### src/rtl/var_tap_delay_line.sv
// var_tap_delay_line
// Selects one of two signed sample sources and delays the selected stream by
// a runtime-programmable number of sample strobes (1..MAX_DEPTH). The output
// is muted and flagged invalid until the chain holds enough samples captured
// since the last depth change or reset, so downstream mixing can crossfade.
module var_tap_delay_line #(
    parameter int WIDTH     = 16,
    parameter int MAX_DEPTH = 32,
    parameter int DEP_W     = $clog2(MAX_DEPTH + 1)
) (
    input  logic             a_clk,
    input  logic             sclr,
    input  logic             ce,
    input  logic             sel,
    input  logic [WIDTH-1:0] d0,
    input  logic [WIDTH-1:0] d1,
    input  logic [DEP_W-1:0] depth,
    output logic [WIDTH-1:0] q,
    output logic             q_valid,
    output logic [DEP_W-1:0] depth_active
);

    localparam logic [DEP_W-1:0] MAX_D    = DEP_W'(MAX_DEPTH);
    localparam logic [DEP_W-1:0] ONE_D    = DEP_W'(1);
    localparam logic [DEP_W:0]   FILL_ONE = (DEP_W + 1)'(1);
    localparam logic [DEP_W:0]   FILL_SAT = (DEP_W + 1)'(MAX_DEPTH + 1);

    logic [WIDTH-1:0] stage_q [MAX_DEPTH];
    logic [WIDTH-1:0] data_q;
    logic [WIDTH-1:0] data_d;
    logic             valid_q;
    logic             valid_d;
    logic [DEP_W-1:0] depth_act_q;
    logic [DEP_W-1:0] depth_act_d;
    logic [DEP_W:0]   fill_q;
    logic [DEP_W:0]   fill_d;
    logic [DEP_W-1:0] tap_idx;
    logic [WIDTH-1:0] tap_data;
    logic [WIDTH-1:0] src_data;
    logic             changed;

    // Clamp the requested depth into 1..MAX_DEPTH and derive the tap index.
    always_comb begin
        depth_act_d = depth;
        if (depth == '0) begin
            depth_act_d = ONE_D;
        end else if (depth > MAX_D) begin
            depth_act_d = MAX_D;
        end
        tap_idx = depth_act_d - ONE_D;
        changed = (depth_act_d != depth_act_q);
    end

    // MAX_DEPTH:1 output tap mux on the pre-edge stage contents.
    always_comb begin
        tap_data = '0;
        for (int i = 0; i < MAX_DEPTH; i++) begin
            if (tap_idx == DEP_W'(i)) begin
                tap_data = stage_q[i];
            end
        end
    end

    // Fill count restarts on a depth change and saturates so it never wraps;
    // the output is valid once the chain has been refilled past the tap.
    always_comb begin
        if (changed) begin
            fill_d = FILL_ONE;
        end else if (fill_q >= FILL_SAT) begin
            fill_d = FILL_SAT;
        end else begin
            fill_d = fill_q + FILL_ONE;
        end
        valid_d  = (fill_d > {1'b0, depth_act_d});
        data_d   = valid_d ? tap_data : '0;
        src_data = sel ? d0 : d1;
    end

    // Delay chain and registered outputs; everything advances only on strobes.
    always_ff @(posedge a_clk or posedge sclr) begin
        if (sclr) begin
            for (int i = 0; i < MAX_DEPTH; i++) begin
                stage_q[i] <= '0;
            end
            data_q      <= '0;
            valid_q     <= 1'b0;
            depth_act_q <= ONE_D;
            fill_q      <= '0;
        end else if (ce) begin
            stage_q[0] <= src_data;
            for (int i = 1; i < MAX_DEPTH; i++) begin
                stage_q[i] <= stage_q[i-1];
            end
            data_q      <= data_d;
            valid_q     <= valid_d;
            depth_act_q <= depth_act_d;
            fill_q      <= fill_d;
        end
    end

    assign q            = data_q;
    assign q_valid      = valid_q;
    assign depth_active = depth_act_q;

endmodule

### config.mk
export PLATFORM = sky130hd
export DESIGN_NAME = var_tap_delay_line
export DESIGN_NICKNAME = d
export VERILOG_FILES = /design/src/rtl/var_tap_delay_line.sv
export SDC_FILE = /design/constraint.sdc
export NUM_CORES = 1
export LEC_CHECK = 0
export ABC_AREA = 1
export ABC_CLOCK_PERIOD_IN_PS = 26200
export CORE_MARGIN = 2
export CORE_UTILIZATION = 50
export DETAILED_ROUTE_END_ITERATION = 8
export PLACE_DENSITY = 0.71
export SYNTH_ARGS = -nofsm -noshare
export SYNTH_HDL_FRONTEND = slang
export SYNTH_SLANG_ARGS = --single-unit
### constraint.sdc
create_clock -name a_clk -period 26.2 [get_ports a_clk]
set_clock_uncertainty 0.1 [all_clocks]
set_input_delay 5.24 -clock a_clk [delete_from_list [all_inputs] [get_ports a_clk]]
set_output_delay 5.24 -clock a_clk [all_outputs]
set_load 0.01 [all_outputs]
# --- Word-level counts from Yosys, hierarchy flattened ---
# Index checks and enable logic that the tools add are counted.
# Widths: inputs -> output; s select.
word_totals:
  regBits: 542
  input_bits: 42
  output_inout_bits: 23
classes:
  addsub: 2
  magnitude_cmp: 3
  n_eq_ne: 32
  muxes: 38
  reduce_logical: 2
ops:
  columns: ["operator", "count"]
  rows:
  - ["$mux 16", 34]
  - ["$eq 6x5->1 const B", 16]
  - ["$eq 6x4->1 const B", 8]
  - ["$eq 6x3->1 const B", 4]
  - ["$mux 7", 2]
  - ["$eq 6x2->1 const B", 2]
  - ["$logic_not 6->1", 2]
  - ["$mux 6", 2]
  - ["$add 7x1->7 const B", 1]
  - ["$ge 7x6->1 const B", 1]
  - ["$gt 7x6->1", 1]
  - ["$eq 6x1->1 const B", 1]
  - ["$gt 6x6->1 const B", 1]
  - ["$ne 6x6->1", 1]
  - ["$sub 6x1->6 const B", 1]

# --- Depth between registers and ports, before layout ---
# Gate-level depths: netlist of run 1.
depth:
  word_depth: 38
  depth_mapped: 29
  mapped_depth_nobuf: 29

# --- Least setup slack after synthesis of run 1 ---
# Ideal clock, no wire load.
synth_path:
  path_type: "input port to flip-flop"
  startpoint: "input port depth[2]"
  endpoint: "register data_q[0], in the netlist q[0]"
  t_arrival_ps: 8444
  required_time_ps: 25983
  setup_slack_ps: 17539
  stages: 21
  n_path_buf: 3
  cell_sequence: "nor2_1 > nand3_1 > nand2_2 > clkbuf_1 > clkbuf_1 > xor2_1 > a2111oi_0 > inv_1 > nor2_1 > inv_1 > nor2_1 > ha_1 > a21oi_1 > o21ai_0 > a21oi_1 > nor2_1 > o221ai_1 > clkbuf_1 > a21oi_1 > nand2_1 > nand2_1"
synth_via:
  word_cells_on_any_way: 73
  classes_between: "add/sub: 1; order compare: 2; eq/ne: 32; mux: 36; reduce/logical: 2"
synth_rtl:
  columns: ["element", "line", "source"]
  rows:
  - ["start: declaration", "17", "input logic [DEP_W-1:0] depth,"]
  - ["$gt 6x6->1", "47", "end else if (depth > MAX_D) begin"]
  - ["$mux 6", "47", null]
  - ["$mux 6 (*)", "45", "if (depth == '0) begin"]
  - ["net depth_act_d[0]", "34", "logic [DEP_W-1:0] depth_act_d;"]
  - ["$ne 6x6->1 (*)", "51", "changed = (depth_act_d != depth_act_q);"]
  - ["$mux 7 (*)", "67", "if (changed) begin"]
  - ["net fill_d[2]", "36", "logic [DEP_W:0] fill_d;"]
  - ["$gt 7x6->1 (*)", "74", "valid_d = (fill_d > {1'b0, depth_act_d});"]
  - ["$mux 16 (*)", "75", "data_d = valid_d ? tap_data : '0;"]
  - ["end signal: assignment", "94", "data_q <= data_d;"]
  - ["end: declaration", "29", "logic [WIDTH-1:0] data_q;"]
# Mark *: on every way through the listed nets, which the timed path passes. The rest lies on a longest branch.
# A chain may end at the register's enable or synchronous reset.

# --- Worst setup path after layout of run 1 ---
layout_path:
  startpoint: "input port depth[5]"
  endpoint: "register data_q[11], in the netlist q[11]"
layout_via:
  elab_chain_cells: 38
  word_cells_on_any_way: 73
  classes_between: "add/sub: 1; order compare: 2; eq/ne: 32; mux: 36; reduce/logical: 2"
layout_rtl:
  columns: ["element", "line", "source"]
  rows:
  - ["$gt 6x6->1", "47", null]
  - ["$mux 6", "47", null]
  - ["$mux 6 (*)", "45", null]
  - ["$sub 6x1->6", "50", "tap_idx = depth_act_d - ONE_D;"]
  - ["$logic_not 6->1", "58", "if (tap_idx == DEP_W'(i)) begin"]
  - ["$mux 16 (32 in series)", "58", null]
  - ["$mux 16 (*)", "75", null]
# Mark *: on every way between the ends. The rest lies on a longest branch, timed or not.

==> results.cfg, run 1 <==
[route]
drt-pass1-iter-count = 5
drt_wl_total_um = 63390
drt-vias-per-instance = 5.326
wl_per_cell_um = 16.63
ant_nets = 0
drtIter0Drc = 2052
dr_total_vias = 20300
post-route-drc-count = 0

[finish]
design_area_um2 = 27490
syn_to_final_growth_pct = 11.46
finalNetCount = 3161
fin_util_pct = 56.27
fin_cells = 3812
layout-drive-gt1-share_pct = 4.385
num-fill-cells = 4410

[placed_design]
dp_slack_ns = 15.80
port_buffers = 64
dpl_cell_area_um2 = 25800
dp.final_hpwl_um = 40510
place.detailed.instances = 3719
gp_congestion = 0.8801

[clock_network]
cts.sinks = 542
cts_tree = built
root_buffer = clkbuf_16
clockBufferDepth = 3
ctsHoldBuffers = 0
cts_setup_buffers = 0
htreeDepth = 2
clkSlewWorstSetupHoldPaths_ns = 0.06
clock_latency_ns = 0.61
cts_resized = 0
numCtsBuffers = 54

[global_routing]
grt_pass1_vias = 19620
grt_usage_pct = 25.62
grt.overflow.total = 0
grt_max_degree = 276
grt_pass1_wl_um = 104000
antenna_found_initial = 1

[floorplan]
ios = 65
start_util_pct = 50.49
num_rows = 81
dieArea_um2 = 51120
die_h_um = 226.1
core_um2 = 48850
die_w_um = 226.1

[timing]
tns_ns = 0
hold_violations = 0
worst_slack_ns = 16.29
fin_crit_sh_pct = 37.81
worst_slew_pin_slew_ns = 1.074
finalMaxSlewViolations = 0
rsz0062_at_grt = no
relSlewSlack_pct = 28.39
final.min_clock_period_ns = 9.905
holdWs_ns = 0.3722
clock.fmax_mhz = 101.0
setup_violations = 0

[synth]
synth_top_area_share_pct = 54.89
syn_area_um2 = 24660
netlist_top_cells_area = dfrtp_1, nand2_1, o21ai_0, inv_1, nand4_1
synth-warning-count = 0
avgSynthCellArea_um2 = 7.894
synth_edf_count = 0
netlist_instances = 3124
ys_types = 36
netlist_top_cells_count = nand2_1, o21ai_0, dfrtp_1
async_flop_share_pct = 100.0
yosys.area.top_type = dfrtp_1
syn-num-nets = 3174
ys.flop_type = dfrtp_1
seq_area_frac_synth_pct = 55.00
yosysMostFrequentCell = nand2_1
ys_ff_latch = 542

[worst_setup_path]
worst-setup-path-type = input pin to register
cp-end-kind = register
slowest_delay_ns = 0.71
critPathRequiredTime_ns = 26.59
critPathArrivalTime_ns = 10.29
worstReg2RegEnd = q[1]
path_buf_inv = 3
cp-endpoint = q[11]
r2r_slack_ns = 22.64
worstRegToRegCells = 19
timing.rr.start = depth_active[4]
crit_path_frequent_cell = nand2_1
path_depth = 29
cp_slowest_cell = nor2_1
worstSetupStartpoint = depth[5]
cp_max_fo = 25
critical-path-top-delay-family = simple AND/OR/NAND/NOR gates
crit_path_start_kind = input pin

[pwr]
clockPowerShare_pct = 36.7
p_leak_nw = 12.33
p_int_mw = 1.480
p_switching_uw = 572.2
powerDensity_nw_per_um2 = 74.67
p_total_mw = 2.053
swShare_pct = 27.88
comb_power_share_pct = 12.4
ir_drop_v = 0.00005986
p_seq_share_pct = 50.9

[hold_path]
holdPathStages = 2
hold_class = register to register

[outcome]
outcome = completed

[run]
max_cap_violations = 0
## flip-flops by register name, indices dropped and copies added, names as in the netlist
signal	count
depth_active	6
fill_q	7
q	16
q_valid	1
stage_q	512
## layout make-up
cell class              count  area [um^2]  area share [%]
well taps                 664        830.8           3.022
clock inverters             6        83.83          0.3050
multi-input cells        2012         8932           32.49
clock buffers              86         1603           5.831
diodes                      1        2.502        0.009103
inverters                 405         1536           5.589
flip-flops and latches    542        13560           49.34
repair buffers             96        935.9           3.405
## layout by cell type, fill, tap and decap left out, drive strengths merged
master         count
nand2           1006
o21ai            581
dfrtp            541
inv              405
nor2             172
nand4            111
clkbuf            86
clkdlybuf4s50     63
a21oi             52
nand3             48
buf               33
o22ai             13
ha                 8
nor3               5
clkinv             4
xor2               3
nand3b             3
o221ai             2
bufinv             2
diode              1
nor4               1
a211oi             1
a2111oi            1
a31oi              1
xnor2              1
a21o               1
or2                1
o21a               1
dfstp              1
## per-layer routing
layer,GRT usage [%],wire length [um],up-vias
li1,-,-,9848
met3,3.955,3515,109
met2,40.92,29640,512
met5,0,0,-
met1,35.18,27980,9834
met4,10.29,2254,0
## how the worst min path moves through the flow
stage	from	to	slack, ns
floorplan	fill_q[6]	fill_q[6]	0.35
global placement	stage_q[17]	stage_q[1]	0.36
detailed placement	q_valid	q_valid	0.37
CTS	stage_q[49]	stage_q[33]	0.38
global route	stage_q[31]	stage_q[15]	0.40
finish	stage_q[31]	stage_q[15]	0.37
## power by group through the flow
stage | sequential (mW) | clock (mW) | combinational [mW]
after global placement | 1.05 | 0 | 0.246
final | 1.04 | 0.753 | 0.255
after global routing | 1.06 | 0.797 | 0.299
after floorplan | 1.04 | 0 | 0.180
after CTS | 1.04 | 0.762 | 0.257
after detailed placement | 1.06 | 0 | 0.255
## cells by family after synthesis
| family | Yosys count | share of synthesized area [%] |
|---|---|---|
| adder cells (fa/ha/maj) | 8 | 0.4059 |
| XOR/XNOR | 4 | 0.1421 |
| AND/OR/NAND/NOR | 1347 | 22.23 |
| buffers and inverters | 570 | 8.822 |
| flip-flops | 542 | 55.00 |
| AO/OA/AOI/OAI | 653 | 13.40 |
## worst reg2reg max path, cell delays in order, from the launching register on
cell       delay, ns
dfrtp_1         0.43
inv_1           0.09
o22ai_1         0.08
a211oi_1        0.28
o221ai_1        0.16
a2111oi_0       0.36
inv_1           0.12
nor2_1          0.11
inv_1           0.09
nor2_1          0.17
ha_1            0.29
a21oi_1         0.13
o21ai_0         0.09
a21oi_1         0.13
nor2_1          0.05
o221ai_1        0.16
buf_4           0.31
a21oi_1         0.10
nand2_1         0.13
nand2_1         0.07
No activity file was read; power rests on OpenSTA's default activity.
==> run 2: changes to the inputs <==
--- a/config.mk
+++ b/config.mk
@@ -6,7 +6,7 @@
 export NUM_CORES = 1
 export LEC_CHECK = 0
 export ABC_AREA = 1
-export ABC_CLOCK_PERIOD_IN_PS = 26200
+export ABC_CLOCK_PERIOD_IN_PS = 10000
 export CORE_MARGIN = 2
 export CORE_UTILIZATION = 50
 export DETAILED_ROUTE_END_ITERATION = 8
==> constraint.sdc (replaced) <==
create_clock -name a_clk -period 10 [get_ports a_clk]
set_clock_uncertainty 0.1 [all_clocks]
set_input_delay 2 -clock a_clk [delete_from_list [all_inputs] [get_ports a_clk]]
set_output_delay 2 -clock a_clk [all_outputs]
set_load 0.01 [all_outputs]
==> run 2 against run 1 <==
  * Total power rose to 2.7 times the previous value
  * Hold slack improved by 0.00065 ns
  * Critical path type unchanged
  * Die area did not move
  * Global-route usage grew 0.38 points
  * Sequential cell count unchanged
  * Worst setup slack got worse by 13 ns
  * Critical endpoint unchanged
  * Non-clock buffer count grew 5
  * Cell count grew 0.37%
  * Largest cell class unchanged
==> results.cfg, run 2 (synthesis results as in run 1) <==
[clock_network]
htreeDepth = 2
cts.sinks = 542
cts_tree = built
cts_resized = 0
root_buffer = clkbuf_16
clkSlewWorstSetupHoldPaths_ns = 0.06
clock_latency_ns = 0.61
cts_setup_buffers = 0
numCtsBuffers = 56
ctsHoldBuffers = 0
clockBufferDepth = 3

[worst_setup_path]
critPathRequiredTime_ns = 10.41
crit_path_start_kind = input pin
worstReg2RegEnd = q[15]
worst-setup-path-type = input pin to register
r2r_slack_ns = 6.34
cp_slowest_cell = nor2_1
critPathArrivalTime_ns = 7.13
worstRegToRegCells = 19
worstSetupStartpoint = depth[5]
cp_max_fo = 25
slowest_delay_ns = 0.67
cp-end-kind = register
timing.rr.start = depth_active[4]
crit_path_frequent_cell = nand2_1

[global_routing]
gr-max-usage-layer = met2
grt_pass1_vias = 19700
grt_max_degree = 244
antenna_found_initial = 0
use_met3_pct = 3.760
use_met2_pct = 41.12
use_met1_pct = 35.95
grt.overflow.total = 0
grt_usage_pct = 25.99
grt_pass1_wl_um = 104900

[timing]
final.min_clock_period_ns = 6.726
hold_violations = 0
worst_slew_pin_slew_ns = 1.214
setup_violations = 0
relSlewSlack_pct = 19.08
finalMaxSlewViolations = 0
rsz0062_at_grt = no
clock.fmax_mhz = 148.7
worst_slack_ns = 3.274
fin_crit_sh_pct = 67.26
tns_ns = 0

[hold_path]
min_to = stage_q[165]
hold_start = stage_q[181]
holdPathStages = 2
hold_class = register to register

[route]
post-route-drc-count = 0
ant_nets = 0
dr_total_vias = 20410
drt-vias-per-instance = 5.334
drt_wl_total_um = 64770
drtIter0Drc = 2053
drt-pass1-iter-count = 5
wl_per_cell_um = 16.93

[run]
max_cap_violations = 0

[finish]
diodes = 0
final_common_cell = nand2_1
top_register = stage_q
mostFrequentLayoutCells = nand2_1, o21ai_0, dfrtp_1
layout-drive-gt1-share_pct = 5.092
fin_util_pct = 56.84
syn_to_final_growth_pct = 12.58
finalNetCount = 3168
design_area_um2 = 27770
largest_reg_flops = 512

[placed_design]
port_buffers = 64
dp.final_hpwl_um = 42220
dp_slack_ns = 2.856
dpl_cell_area_um2 = 25810
gp_congestion = 0.9070

[floorplan]
die_h_um = 226.1
die_w_um = 226.1
start_util_pct = 50.49
num_rows = 81
dieArea_um2 = 51120
core_um2 = 48850
ios = 65

[pwr]
p_total_mw = 5.617
powerDensity_nw_per_um2 = 202.3
p_leak_nw = 12.48
ir_drop_v = 0.0001337

[outcome]
outcome = completed
run 2: cell type report:
cell class / instances / area, um^2
tap: 664 / 830.8
fill: 4404 / 21080
multi-input combinational: 2012 / 8932
clock inverter: 11 / 182.7
sequential: 542 / 13560
clock buffer: 91 / 1774
timing repair buffer: 101 / 948.4
inverter: 405 / 1533
run 2: power breakdown:
group	leakage, nW	internal (mW)	total, mW	switching, mW
sequential	7.11	2.53	2.74	0.216
combinational	4.41	0.213	0.676	0.463
clock	0.965	1.33	2.20	0.867
run 2: worst max-delay path by stage:
stage,end,slack (ns),cells past startpoint
detailed placement,q[11],2.86,29
finish,q[11],3.27,29
global route,q[11],2.88,29
CTS,q[11],3.43,29
global placement,q[11],2.91,29
floorplan,depth_active[1],0.53,1
run 2: critical path: cells and delay by family:
kind | cells | cell delay (ns)
and+or+nand+nor | 26 | 3.88
buffers and inverters | 3 | 1.24
run 2: per-stage QoR:
stage                     cells  hold slack (ns)
after detailed placement   3724           0.3639
after global placement     3724           0.3622
after CTS                  3826           0.3740
after global routing       3826           0.3969
final                      3826           0.3728
after floorplan            3124           0.3452
run 2: per-layer routing:
metal  wire length [um]  vias to the layer above
met1              28770                     9842
met4               2584                        0
li1                   -                     9866
met5                  0                        -
met3               3661                      124
met2              29750                      577
==> run 3: changes to the inputs <==
--- a/config.mk
+++ b/config.mk
@@ -6,7 +6,7 @@
 export NUM_CORES = 1
 export LEC_CHECK = 0
 export ABC_AREA = 1
-export ABC_CLOCK_PERIOD_IN_PS = 10000
+export ABC_CLOCK_PERIOD_IN_PS = 7000
 export CORE_MARGIN = 2
 export CORE_UTILIZATION = 50
 export DETAILED_ROUTE_END_ITERATION = 8
==> constraint.sdc (replaced) <==
create_clock -name a_clk -period 7 [get_ports a_clk]
set_clock_uncertainty 0.1 [all_clocks]
set_input_delay 1.4 -clock a_clk [delete_from_list [all_inputs] [get_ports a_clk]]
set_output_delay 1.4 -clock a_clk [all_outputs]
set_load 0.01 [all_outputs]
==> run 3 against run 2 <==
  * Worst setup slack got worse by 2.1 ns
  * Combinational power rose by 45%
  * Clock power grew 41%
  * Count of clock-buffer cells in the layout shrank 2
  * Sequential share of layout area fell by 0.088 points
  * Largest cell class unchanged
  * Total power is 43% higher
  * Non-clock buffer count rose by 4
  * Cell area is 0.18% higher
  * Die area did not move
  * Sequential power is 43% higher
==> results.cfg, run 3 (synthesis results as in run 1) <==
[outcome]
outcome = completed

[worst_setup_path]
crit_path_start_kind = input pin
cp-end-kind = register
cp_slowest_cell = clkdlybuf4s50_1
critical-path-top-delay-family = simple AND/OR/NAND/NOR gates
critPathArrivalTime_ns = 6.22
path_buf_inv = 2
worst-setup-path-type = input pin to register
cp_max_fo = 16
slowest_delay_ns = 0.91
critPathRequiredTime_ns = 7.40
crit_path_frequent_cell = nand2_1

[pwr]
p_leak_nw = 12.52
powerDensity_nw_per_um2 = 287.9
ir_drop_v = 0.0002033

[finish]
ff_latch_area_um2 = 13560
final_common_cell = nand2_1
syn_to_final_growth_pct = 12.78
multiInputGateArea_um2 = 8925
finalNetCount = 3172
fin_cells = 3831
diodes = 0
num-fill-cells = 4396
layout-drive-gt1-share_pct = 5.210
top_register = stage_q
largest_reg_flops = 512
mostFrequentLayoutCells = nand2_1, o21ai_0, dfrtp_1

[clock_network]
clockBufferDepth = 3
numCtsBuffers = 56
cts_tree = built
cts_setup_buffers = 0
clock_latency_ns = 0.62
ctsHoldBuffers = 0
cts.sinks = 542
root_buffer = clkbuf_16
clkSlewWorstSetupHoldPaths_ns = 0.06
htreeDepth = 2
cts_resized = 0

[global_routing]
antenna_found_initial = 0
use_met2_pct = 42.75
grt_pass1_vias = 20170
use_met3_pct = 3.136
gr-max-usage-layer = met2
grt_usage_pct = 25.87
grt.overflow.total = 0
use_met1_pct = 35.05
grt_max_degree = 256
grt_pass1_wl_um = 105800

[timing]
finalMaxSlewViolations = 0
worst_slack_ns = 1.183
rsz0062_at_grt = no
setup_violations = 0
hold_violations = 0
final.min_clock_period_ns = 5.817
clock.fmax_mhz = 171.9
fin_crit_sh_pct = 83.11
worst_slew_pin_slew_ns = 1.165
relSlewSlack_pct = 22.32

[route]
drt-pass1-iter-count = 6
drt-vias-per-instance = 5.369
drt_wl_total_um = 64060
wl_per_cell_um = 16.72
post-route-drc-count = 0
ant_nets = 0
drtIter0Drc = 2099
dr_total_vias = 20570

[placed_design]
place.detailed.instances = 3728
gp_congestion = 0.9439
dp.final_hpwl_um = 42010
dp_slack_ns = 0.8124
port_buffers = 64

[hold_path]
hold_class = register to register

[floorplan]
num_rows = 81
dieArea_um2 = 51120
ios = 65
die_h_um = 226.1
core_um2 = 48850
die_w_um = 226.1
start_util_pct = 50.49

[run]
max_cap_violations = 0
[run 3: cell count changes in the layout (fill, tap and decap cells not counted)]
cell	change
clkinv_2	+2
nor2_2	-3
bufinv_16	-1
inv_6	+2
clkbuf_1	-2
buf_4	+1
buf_12	+3
nor2_1	+3
[run 3: area by class of cell]
| cell class | instances | share of cell area (%) |
|---|---|---|
| Clock inverter | 14 | 0.6477 |
| Inverter | 405 | 5.510 |
| Clock buffer | 89 | 6.351 |
| Sequential cell | 542 | 48.77 |
| Tap cell | 664 | 2.987 |
| Timing Repair Buffer | 105 | 3.653 |
| Multi-Input combinational cell | 2012 | 32.09 |
[run 3: path summary, 6_finish.rpt]
| check | start | end | slack, ns | cells after the start |
|---|---|---|---|---|
| worst max-delay path | depth[5] | q[7] | 1.18 | 27 |
| worst min register to register | stage_q[184] | stage_q[168] | 0.36 | 2 |
| max in group asynchronous | sclr | stage_q[312] | 4.09 | 3 |
| worst max register to register | depth_active[4] | q[10] | 3.35 | 19 |
| worst min-delay path | stage_q[184] | stage_q[168] | 0.36 | 2 |
| min in group asynchronous | sclr | stage_q[41] | 1.15 | 2 |
[run 3: report_power, final]
part | total (mW) | switching, mW | internal [mW]
sequential | 3.92 | 0.308 | 3.61
combinational | 0.977 | 0.670 | 0.307
clock | 3.11 | 1.25 | 1.87
[run 3: tightest hold or removal path, cell delays in order, from the launching register on]
cell and delay, ns:
dfrtp_1 0.34, nand2_1 0.05, o21ai_0 0.06
[run 3: through the flow]
step	hold slack, ns	util (%)	cell area [um^2]	total power [mW]	setup TNS [ns]
after detailed placement	0.3657	52.96	25870	4.937	0
after CTS	0.3564	56.94	27820	8.051	0
final	0.3576	56.94	27820	8.008	0
after global routing	0.3930	56.94	27820	8.390	0
after floorplan	0.3452	-	24670	4.555	-1012.28
after global placement	0.3605	52.96	25870	4.881	0
[run 3: routing by layer]
metal / vias to the layer above / wire length (um)
met5: - / 0
met4: 0 / 2271
met3: 125 / 3144
met2: 573 / 30200
met1: 9992 / 28450
li1: 9878 / -
